--- src/rtl/stoch_power_n.sv ---
// Stochastic power unit: y encodes p^k for a unipolar input stream x encoding p (optional stats: STOCH_POWER_COUNT_EN).
// Latency: 1 cycle from accepted x to registered y/y_valid; one bit per cycle.
// Backpressure: none; x_valid low stalls the history, y must be taken when y_valid is high.
module stoch_power_n #(
  parameter int MAX_EXP = 8,
  parameter int STRIDE  = 1,
  parameter int CNT_W   = 16,
  parameter int EXP_W   = $clog2(MAX_EXP + 1)
) (
  input  logic             clk,
  input  logic             rst,
  input  logic             start,
  input  logic [EXP_W-1:0] exp_sel,
  input  logic             x_valid,
  input  logic             x,
  output logic             y,
  output logic             y_valid,
  output logic [CNT_W-1:0] ones,
  output logic [CNT_W-1:0] samples
);

  localparam int D      = (MAX_EXP - 1) * STRIDE;
  localparam int FILL_W = $clog2(D + 1);
  localparam logic [EXP_W-1:0] K_MAX = EXP_W'(MAX_EXP);

  logic [D-1:0]      hist, hist_cur, hist_nxt;
  logic [FILL_W-1:0] fill, fill_cur, fill_nxt, w_cur;
  logic [EXP_W-1:0]  k_reg, k_cur;
  logic              taps, y_nxt, vld_nxt;

  // Working state for this cycle: start clears history/fill before the same-cycle bit uses them
  always_comb begin
    k_cur = k_reg;
    if (start) begin
      if (exp_sel == '0)
        k_cur = EXP_W'(1);
      else if (exp_sel > K_MAX)
        k_cur = K_MAX;
      else
        k_cur = exp_sel;
    end
    hist_cur = start ? '0 : hist;
    fill_cur = start ? '0 : fill;
    w_cur    = FILL_W'((32'(k_cur) - 32'd1) * STRIDE);
  end

  // Tap AND, history shift, warm-up tracking and next output bit
  always_comb begin
    taps = 1'b1;
    for (int j = 1; j < MAX_EXP; j++) begin
      if (j < int'(k_cur))
        taps = taps & hist_cur[j*STRIDE-1];
    end
    hist_nxt = hist_cur;
    fill_nxt = fill_cur;
    y_nxt    = 1'b0;
    vld_nxt  = 1'b0;
    if (x_valid) begin
      hist_nxt[0] = x;
      for (int i = 1; i < D; i++)
        hist_nxt[i] = hist_cur[i-1];
      vld_nxt  = (fill_cur == w_cur);
      y_nxt    = vld_nxt & x & taps;
      fill_nxt = (fill_cur < w_cur) ? fill_cur + 1'b1 : fill_cur;
    end
  end

  // State and output registers; reset also returns the exponent to pass-through
  always_ff @(posedge clk) begin
    if (rst) begin
      hist    <= '0;
      fill    <= '0;
      k_reg   <= EXP_W'(1);
      y       <= 1'b0;
      y_valid <= 1'b0;
    end else begin
      hist    <= hist_nxt;
      fill    <= fill_nxt;
      k_reg   <= k_cur;
      y       <= y_nxt;
      y_valid <= vld_nxt;
    end
  end

`ifdef STOCH_POWER_COUNT_EN
  localparam logic [CNT_W-1:0] CNT_MAX = '1;
  logic [CNT_W-1:0] ones_cur, samp_cur;

  // Counters restart on start, before the same-cycle bit is counted
  always_comb begin
    ones_cur = start ? '0 : ones;
    samp_cur = start ? '0 : samples;
  end

  // Saturating statistics of valid output bits
  always_ff @(posedge clk) begin
    if (rst) begin
      ones    <= '0;
      samples <= '0;
    end else if (vld_nxt) begin
      samples <= (samp_cur == CNT_MAX) ? samp_cur : samp_cur + 1'b1;
      ones    <= (y_nxt && ones_cur != CNT_MAX) ? ones_cur + 1'b1 : ones_cur;
    end else begin
      ones    <= ones_cur;
      samples <= samp_cur;
    end
  end
`else
  assign ones    = '0;
  assign samples = '0;
`endif

endmodule

--- config.mk ---
export PLATFORM = sky130hd
export DESIGN_NAME = stoch_power_n
export DESIGN_NICKNAME = d
export VERILOG_FILES = /design/src/rtl/stoch_power_n.sv
export SDC_FILE = /design/constraint.sdc
export NUM_CORES = 1
export LEC_CHECK = 0
export CAP_MARGIN = 10
export CORE_ASPECT_RATIO = 1.2
export CORE_MARGIN = 4
export CORE_UTILIZATION = 40
export DETAILED_ROUTE_END_ITERATION = 10
export PLACE_DENSITY = 0.74
export RECOVER_POWER = 25
export SLEW_MARGIN = 20
export SYNTH_ARGS = -nofsm -noshare
export SYNTH_HDL_FRONTEND = slang
export SYNTH_SLANG_ARGS = --single-unit
--- constraint.sdc ---
create_clock -name clk -period 3.5 [get_ports clk]
set_clock_uncertainty 0.2 [all_clocks]
set_input_delay 0.525 -clock clk [delete_from_list [all_inputs] [get_ports clk]]
set_output_delay 0.525 -clock clk [all_outputs]
set_load 0.02 [all_outputs]
==> results.md <==
- The share of total power in the clock network is 0.245.
- The leakage power is 0.531 nW.
- The synthesized netlist occupies a cell area of 1100 sq um.
- The type of the worst setup path is in -> reg.
- Global routing finished with a remaining overflow of 0.
- The initial detailed-routing violation count is 19.
- The net switching power of the design is 0.000118 W.
- The clock slew at the register clock pins of the worst setup and hold paths is 0.08 ns.
- Across the run, the number of max-cap violations was 0.
- The signal on the critical path passes through dlygate4sd3_1 > inv_1 > a22oi_1 > inv_1 > ha_1 > ha_1 > nor2b_1 > o21ai_1 > nand3_1 > mux2_1.
- The number of setup buffers added after CTS is 0.
- The longest clock path from root to sink contains 2 buffers.
- At the worst endpoint, the arrival time is 3.11 ns.
- Setup repair after global routing left no endpoint under its margin.
- The area share of fa/ha/maj cells after synthesis is 0.0684.
- The placeable core region is 2580 sq um.
- Among all flip-flop cells after synthesis, the most frequent one is sky130_fd_sc_hd__dfxtp_1.
- The via count of the first global-routing pass is 720.
- The clock latency on the worst-skew pair is 0.28 ns.
- The congestion estimate from routability-driven global placement came to 0.804.
- Dividing the detail-routed wire length by the instance count gives 11.5 microns.
- Entering global routing, the biggest net connects 12 pins.
- The final antenna diode count is 0.
- The synthesized design contains 0 enable-type register cells.
- By count the netlist is led by 32 x sky130_fd_sc_hd__buf_4, 16 x sky130_fd_sc_hd__dfxtp_1, 13 x sky130_fd_sc_hd__nor2_1, 8 x sky130_fd_sc_hd__mux2i_1, 6 x sky130_fd_sc_hd__ha_1.
- The relative slew slack is 0.646.
- The final layout net count is 151.
- The CTS H-tree depth is 1.
- The tightest hold margin is 0.296 ns.
- 43 I/O pins were placed.
- In this run the clock root is driven by a sky130_fd_sc_hd__clkbuf_4.
- The count of cells in the finished layout, fillers not included, comes to 167.
- The worst slack after detailed placement is 0.172 ns.
- In the global route stage, overall resource usage came out at 0.0991.
- Summed over all failing endpoints, the final setup total negative slack is 0 ns.
- IR analysis of the VDD net gives a maximum drop of 0.233 mV.
- The number of endpoints with negative hold slack in the final report came to 0.
- Based on the critical path, the design can be clocked at up to 319 MHz.
- The net switching fraction of the power is 0.316.
- The number of buffers added on ports is 10.
- Of the total synthesized cell area, the portion taken by XOR and XNOR cells is 0.00798.
- At the pin with the least slew margin, the transition time is 0.529 ns.
- The area enclosed by the die boundary is 3650 sq um.
- The number of gates given a new drive strength after cts is 0.
- For this run, design rule violations remaining after detail routing come to 0.
- Dividing total power by cell area gives a power density of 337 nW/um^2.
- The register with the most flip-flops in the layout has 7 of them.
- The number of antenna violations at the first check in global routing is 0.
- The count of final max-slew check failures is 0.
- The floorplan step set the die height to 65.4 microns.
- Of the cells placed in the final design, the portion with a size suffix greater than 1 is 0.0821.
- The detailed router placed 740 vias in this run.
- Of the post-synthesis cell area, the part taken by muxes is 0.0832.
- Dividing the detail-routed via count by the number of cells gives 4.43.
- The area fraction in compound gates after synthesis is 0.107.
- The critical path data required time is 3.47 ns.
- The share of total power dissipated in combinational logic is 0.249.
- The first-pass GRT wire length is 2.97 mm.
- The largest incremental delay on the critical path is 0.60 ns.
- The row count is 20.
- Once detail routing completed, the nets flagged for antenna violations numbered 0.
- For this design, the CTS-stage hold fixing added 0 buffers.
- The path class of the tightest hold or removal check is reg -> reg.
- The share of flip-flops with an asynchronous set or reset after synthesis is 0.
- The TritonCTS clock tree is built.
- The netlist uses 33 different library cells.
- The simple-gate share of the synthesized area is 0.170.
- The proportion of netlist area held by the largest area contributor is 0.292.
- The internal portion of the total power is 0.000256 W.
- After synthesis, the largest family of logic cells by area is buffers and inverters.
- Synthesis inferred 16 register bits.
- After synthesis, the mean cell area works out to 8.78 sq um.
- Setup violations remaining at the end of the flow were counted as 0.
- Sorting the synthesized cells by area gives the leading types as sky130_fd_sc_hd__dfxtp_1 29%, sky130_fd_sc_hd__buf_4 22%, sky130_fd_sc_hd__mux2i_1 7.3%.
- In the finished design, the share of the clock period the worst path needs comes to 0.895.
- Of all nets on the critical path, the largest fanout is 4.
- For this design, the slowest cell found on the critical path is sky130_fd_sc_hd__dlygate4sd3_1.
- The number of instances in the synthesized netlist is 125.
- The total wire length is 1.92 mm.
- Before antenna repair, the detailed router went through 4 iterations.
- Of the synthesized area, sequential elements account for 0.292.
- Among all cell types in the netlist, the one instantiated most often is sky130_fd_sc_hd__buf_4.
- The element type at the critical path end is a flop.
- The cell count after placement is 164.
- For the finished layout, the period the worst path requires is 3.13 ns.
- From left edge to right edge, the die measures 55.8 microns.
- The starting density of the core is 0.426.
- Counting every sink on the clock net gives 16.
- For this run, the number of Yosys warnings is 0.
- The proportion of power drawn by flip-flops and latches is 0.505.
- The growth of design area from synthesis to finish is 1.14%.
- The flow ran to the end, and the final reports show no timing, DRC or antenna violations.
- In this run, CTS created clock tree buffers numbering 3.
- The critical path startpoint category is an input pin.
- The worst path meets setup with 0.368 ns of slack.
- The cell type with the highest aggregate area in the netlist is sky130_fd_sc_hd__dfxtp_1.
- After legalization and detailed placement, the total HPWL measured 1.62 mm.
## power by group through the flow
stage | logic [W] | clock network [W] | registers, W
after floorplan | 0.000100 | 0 | 0.000193
after CTS | 0.0000933 | 0.0000936 | 0.000189
after global routing | 0.000101 | 0.000100 | 0.000190
after global placement | 0.0000899 | 0 | 0.000193
after detailed placement | 0.0000930 | 0 | 0.000193
final | 0.0000933 | 0.0000918 | 0.000189
## per-stage QoR
step | area [sq um] | total power (W) | utilization
2_1_floorplan | 1210 | 0.000294 | -
3_3_place_gp | 1090 | 0.000283 | 0.423
3_5_place_dp | 1090 | 0.000286 | 0.423
4_1_cts | 1110 | 0.000376 | 0.432
5_1_grt | 1110 | 0.000391 | 0.431
6_report | 1110 | 0.000374 | 0.431
## kinds of logic after synthesis
logic type | Yosys count
DFF | 16
muxes | 9
AOI/OAI and AO/OA | 16
and+or+nand+nor | 34
adders and majority gates | 6
xor gates and xnor gates | 1
other | 1
buffers and inverters | 42
## cell usage in the layout (no fill, tap or decap), drive strengths merged
| master | count |
|---|---|
| a2111oi | 1 |
| a21oi | 5 |
| a22oi | 2 |
| a2bb2oi | 1 |
| and2b | 1 |
| and3 | 1 |
| clkbuf | 4 |
| clkdlybuf4s50 | 9 |
| conb | 32 |
| dfxtp | 16 |
| dlygate4sd3 | 1 |
| ha | 6 |
| inv | 6 |
| mux2 | 1 |
| mux2i | 8 |
| nand2 | 2 |
| nand2b | 3 |
| nand3 | 5 |
| nand4 | 1 |
| nor2 | 14 |
| nor2b | 6 |
| o21a | 1 |
| o21ai | 5 |
| o21bai | 1 |
| or2 | 1 |
| xor2 | 1 |
## per-layer routing
| metal | wire [microns] | up-vias | global-route usage |
|---|---|---|---|
| met4 | 32 | 0 | 0.0415 |
| met3 | 100 | 5 | 0.0138 |
| li1 | - | 365 | - |
| met5 | 0 | - | 0 |
| met2 | 1070 | 25 | 0.189 |
| met1 | 719 | 345 | 0.109 |
## worst paths after layout
| kind | to | slack [ns] | start | cells after the start |
|---|---|---|---|---|
| worst max-delay path | fill[2] | 0.37 | start | 10 |
| worst min-delay path | hist[6] | 0.30 | hist[6] | 2 |
| worst max register to register | fill[2] | 1.05 | k_reg[0] | 8 |
| worst min register to register | hist[6] | 0.30 | hist[6] | 2 |
## critical path: cells and delay by family
family | cells | cell delay, ns
compound gates | 2 | 0.58
fa+ha+maj | 2 | 0.59
simple gates | 2 | 0.30
buf+inv | 3 | 0.82
mux | 1 | 0.31
## area by class of cell
type                    count  area (sq um)
repair buffers             11           104
well taps                  33          41.3
fillers                   261          1470
clock buffers               3          22.5
inverters                   6          22.5
flip-flops and latches     16           320
multi-input cells          98           599
Note: power is estimated with default switching activity, not from simulation.
